**src/rtl/sbox_share_sched.sv**
```systemverilog
// sbox_share_sched: round-robin issue scheduler for the shared masked S-box.
// A tag pipeline tracks each issued byte and routes its result to the owner.
module sbox_share_sched #(
  parameter int d      = 2,
  parameter int LAT    = 6,
  parameter int R0_DLY = 0,
  parameter int R1_DLY = 2,
  parameter int R2_DLY = 4
) (
  input  logic           clk,
  input  logic           rst_n,
  input  logic           flush,
  input  logic           req0_valid,
  output logic           req0_ready,
  input  logic           req0_inv,
  input  logic [8*d-1:0] req0_data,
  input  logic           req1_valid,
  output logic           req1_ready,
  input  logic           req1_inv,
  input  logic [8*d-1:0] req1_data,
  input  logic           rnd_valid,
  output logic           rnd_use_0,
  output logic           rnd_use_1,
  output logic           rnd_use_2,
  output logic [8*d-1:0] sb_in,
  output logic           sb_inverse_in,
  output logic           sb_inverse_out,
  input  logic [8*d-1:0] sb_out,
  output logic           rsp0_valid,
  output logic           rsp1_valid,
  output logic [8*d-1:0] rsp_data,
  output logic           rsp_inv,
  output logic           busy
);

  logic         r_prio;
  logic [LAT:1] r_tv;
  logic [LAT:1] r_own;
  logic [LAT:1] r_inv;
  logic [LAT:0] w_tv;
  logic         w_issue;
  logic         w_g0;
  logic         w_g1;

  // ready is gated by rst_n so nothing is granted while reset is held
  assign w_issue = rst_n & rnd_valid & ~flush
                 & (req0_valid | req1_valid);

  always_comb begin
    w_g0 = 1'b0;
    w_g1 = 1'b0;
    if (w_issue) begin
      unique case (1'b1)
        req0_valid & ~req1_valid: w_g0 = 1'b1;
        ~req0_valid & req1_valid: w_g1 = 1'b1;
        default: begin
          w_g0 = ~r_prio;
          w_g1 = r_prio;
        end
      endcase
    end
  end

  assign req0_ready    = w_g0;
  assign req1_ready    = w_g1;
  assign sb_in         = w_g0 ? req0_data :
                         w_g1 ? req1_data : '0;
  assign sb_inverse_in = (w_g0 & req0_inv)
                       | (w_g1 & req1_inv);

  always_ff @(posedge clk or negedge rst_n) begin
    if (!rst_n) begin
      r_prio <= 1'b0;
      r_tv   <= '0;
      r_own  <= '0;
      r_inv  <= '0;
    end else begin
      r_own[1] <= w_g1;
      r_inv[1] <= sb_inverse_in;
      for (int i = 2; i <= LAT; i++) begin
        r_own[i] <= r_own[i-1];
        r_inv[i] <= r_inv[i-1];
      end
      if (flush) begin
        r_tv   <= '0;
        r_prio <= 1'b0;
      end else begin
        r_tv[1] <= w_issue;
        for (int i = 2; i <= LAT; i++) begin
          r_tv[i] <= r_tv[i-1];
        end
        if (w_g0) begin
          r_prio <= 1'b1;
        end else if (w_g1) begin
          r_prio <= 1'b0;
        end
      end
    end
  end

  // index 0 is the issue itself, index k is stage k
  assign w_tv = {r_tv, w_issue};

  assign rnd_use_0 = w_tv[R0_DLY];
  assign rnd_use_1 = w_tv[R1_DLY];
  assign rnd_use_2 = w_tv[R2_DLY];

  assign rsp0_valid     = r_tv[LAT] & ~r_own[LAT];
  assign rsp1_valid     = r_tv[LAT] & r_own[LAT];
  assign rsp_inv        = r_tv[LAT] & r_inv[LAT];
  assign sb_inverse_out = r_tv[LAT] & r_inv[LAT];
  assign rsp_data       = sb_out;
  assign busy           = |r_tv;

endmodule

```
**config.mk**
```make
export PLATFORM = sky130hd
export DESIGN_NAME = sbox_share_sched
export DESIGN_NICKNAME = d
export VERILOG_FILES = /design/src/rtl/sbox_share_sched.sv
export SDC_FILE = /design/constraint.sdc
export NUM_CORES = 1
export LEC_CHECK = 0
export ABC_AREA = 1
export CAP_MARGIN = 30
export CORE_UTILIZATION = 33
export CTS_BUF_LIST = sky130_fd_sc_hd__clkbuf_4
export CTS_CLUSTER_DIAMETER = 120
export DETAILED_ROUTE_END_ITERATION = 8
export PLACE_DENSITY_LB_ADDON = 0.3
export SLEW_MARGIN = 0
export SYNTH_ARGS = -nofsm -noshare
export SYNTH_HDL_FRONTEND = slang
export SYNTH_SLANG_ARGS = --single-unit
```
**constraint.sdc**
```tcl
create_clock -name clk -period 1.8 [get_ports clk]
set_input_delay 0.36 -clock clk [delete_from_list [all_inputs] [get_ports clk]]
set_output_delay 0.36 -clock clk [all_outputs]
set_load 0.03 [all_outputs]
```
==> flow_summary_export.csv <==
group,metric,value,unit
worst_setup_path,start_kind,"primary input",
timing,grt_setup_unrepaired,"true",
finish,fillers,272,
clocking,cts_max_path_buffers,2,
timing,finalHoldViolCount,0,
worst_setup_path,cp.arrival,1.56,ns
power_and_ir_drop,power_frac_comb,35.5,%
timing,maxSlewHeadroom,78.8,%
finish,area_growth,81.4,%
finish,drive_above_1_share,39.5,%
synth,yosysSeqAreaShare,41.4,%
place,place_ws,-0.712,ns
global_route,grt_pass1_vias,1113,
worst_setup_path,r2r_cells,6,
clocking,ctsRootBufferMaster,"clkbuf_4",
power_and_ir_drop,leakage,0.00103,uW
worst_setup_path,end_kind,"output port",
timing,period_minus_slack,1.92,ns
route,viasPerCell,4.70,
clocking,clock-sinks,19,
clocking,htree_levels,1,
route,routed_wl,3.29,mm
synth,ys_warn_count,0,
power_and_ir_drop,p_switching,298,uW
route,first_pass_iters,5,
clocking,cts_buffers,3,
finish,seqCellArea,477,um2
clocking,path_clk_slew,0.10,ns
synth,synth_fp_nets,199,
finish,fin_area,0.00208,mm2
worst_setup_path,worst_r2r_endpoint,"r_inv[1]$_DFF_PN0_",
floorplan,row_count,21,
timing,skew,0.000581,ns
floorplan,ios,99,
job,maxCapViolCount,0,
synth,syn_avg_cell_area,8.20,um2
worst_setup_path,worstPathRequired,1.44,ns
route,drt_drc_violations_left,0,
floorplan,initial_core_util,34.4,%
power_and_ir_drop,p_int,739,uW
timing,holdWs,0.239,ns
place,placed_cell_area,0.00171,mm2
power_and_ir_drop,power.share.clock,21.7,%
place,gp_congestion,0.751,
worst_setup_path,rrSetupSlack,0.61,ns
timing,slew_viol_final,0,
timing,fmax,0.522,GHz
hold_path,worstHoldPathType,"primary input to asynchronous set/reset pin",
finish,finalNetCount,270,
synth,netlist_area,0.00115,mm2
floorplan,die_h,61.0,um
finish,multi_input_area,529,um2
synth,synth.distinct_cells,19,
global_route,grt_max_degree,20,
worst_setup_path,regToRegStartpoint,"r_prio$_DFFE_PN0P_",
timing,setup_viol,18,
global_route,grt_pass1_wl,5.09,mm
clocking,clkLatencyLatePin,0.29,ns
route,detail_route.wl_per_cell,12.9,um
worst_setup_path,path_class,"primary input to output port",
power_and_ir_drop,ir_drop,0.000265,V
route,drtAntennaViolNets,0,
route,vias,1204,
synth,syn_inst,140,
finish,antenna_cells,0,
floorplan,die_w,61.0,um
worst_setup_path,critPathMaxFanout,5,
power_and_ir_drop,switching_share,28.7,%
timing,timing.final.ws_setup,-0.116,ns
power_and_ir_drop,cellPowerDensity,498,mW/mm2
run_status,status,"finished, violations left",
floorplan,fp.coreArea,0.00334,mm2
synth,synth-seq-cells,19,
power_and_ir_drop,power.share.sequential,42.8,%
route,first_iter_violations,55,
clocking,cts_tree,"built",
place,dpl.hpwl,2.03,mm
floorplan,dieArea,0.00372,mm2
global_route,grt_overflow,0,
place,place.port_buffers,66,
global_route,antenna_found_initial,0,
timing,min_period_over_period,106,%
global_route,track_usage,18.6,%
timing,max_slew.worst_pin.slew,0.318,ns
run_status,violations,"negative setup slack",
## logic make-up after synthesis
group / after synthesis / share of synthesized area [%]
simple gates: 78 / 32.4
buf+inv: 38 / 22.0
flops: 19 / 41.4
fa+ha+maj: 3 / 3.27
compound gates: 2 / 0.872
## cell type report
class	count	share of cell area, %
timing repair inverter	3	0.962
clock buffer	4	1.44
tap	46	2.77
inverter	16	3.61
sequential	19	22.9
timing repair buffer	85	42.9
multi-input combinational	83	25.4
## routing by layer
metal | wire (um) | vias to the layer above | GRT usage [%]
met5 | 0 | - | 0
met4 | 29 | 0 | 2.92
met3 | 295 | 6 | 6.82
met2 | 1760 | 78 | 33.0
met1 | 1200 | 557 | 21.9
li1 | - | 563 | -
## worst max-delay path, stage by stage
cell,delay [ns]
buf_8,0.08
inv_6,0.03
ha_4,0.26
buf_6,0.13
o21ai_4,0.18
nand2_8,0.11
clkinvlp_4,0.12
nand2_1,0.06
nand2_1,0.08
buf_6,0.13
## synthesized netlist by cell type
cell type / n / share of area (%)
nand2_1: 41 / 13
dfrtp_1: 19 / 41
buf_4: 17 / 11
nand4_1: 17 / 9.3
nor2_1: 13 / 4.3
inv_1: 12 / 3.9
ha_1: 3 / 3.3
inv_2: 3 / 0.98
nand2_2: 3 / 1.6
buf_6: 2 / 2.0
nor2_4: 2 / 2.0
buf_12: 1 / 1.7
buf_2: 1 / 0.44
buf_8: 1 / 1.3
inv_4: 1 / 0.55
nand2_4: 1 / 0.98
nand3_2: 1 / 0.87
o21ai_0: 1 / 0.44
o21ai_1: 1 / 0.44
## worst max path at each step
stage	to	slack (ns)	start	depth (start not counted)
final	sb_in[4]	-0.12	req0_valid	10
after global routing	sb_in[4]	-0.16	req0_valid	10
after CTS	sb_in[4]	-0.11	req1_valid	10
after detailed placement	sb_in[8]	-0.71	req0_valid	9
after global placement	sb_in[9]	-0.62	req0_valid	9
after floorplan	req1_ready	0.000003	req0_valid	8
## registers in the layout (all words and copies together) (netlist names)
name and cells:
r_own 6, r_tv 6, r_inv 6, r_prio 1
## layout by cell type (no fill, tap or decap), drive strengths merged
master	netlist	final
o21ai	2	2
clkinvlp	0	1
inv	16	18
dfrtp	19	19
buf	22	41
nand3	1	1
ha	3	3
clkbuf	0	4
nand2	45	45
nor2	15	15
clkdlybuf4s50	0	36
nand4	17	17
dlygate4sd2	0	8
## power groups by stage
stage	logic, uW	registers (uW)	clock network, uW
after global placement	244	450	0
after CTS	380	444	232
after global routing	390	445	251
final	369	444	225
after detailed placement	249	451	0
after floorplan	185	451	0
## repair_timing
item,in CTS,in global routing
pin swaps,13,10
hold buffers,0,0
gates cloned,6,0
resized for setup,65,8
endpoints found under the setup margin,25,19
setup buffers,8,2
## metrics by stage
step	instances	power [uW]	setup TNS [ns]	util, %
floorplan	140	635	0	-
global placement	237	694	-11.74	51.1
detailed placement	237	700	-13.05	51.1
CTS	255	1060	-1.52	62.2
global route	256	1090	-2.51	62.4
finish	256	1040	-1.56	62.4
Power figures use the tool's default switching activity.
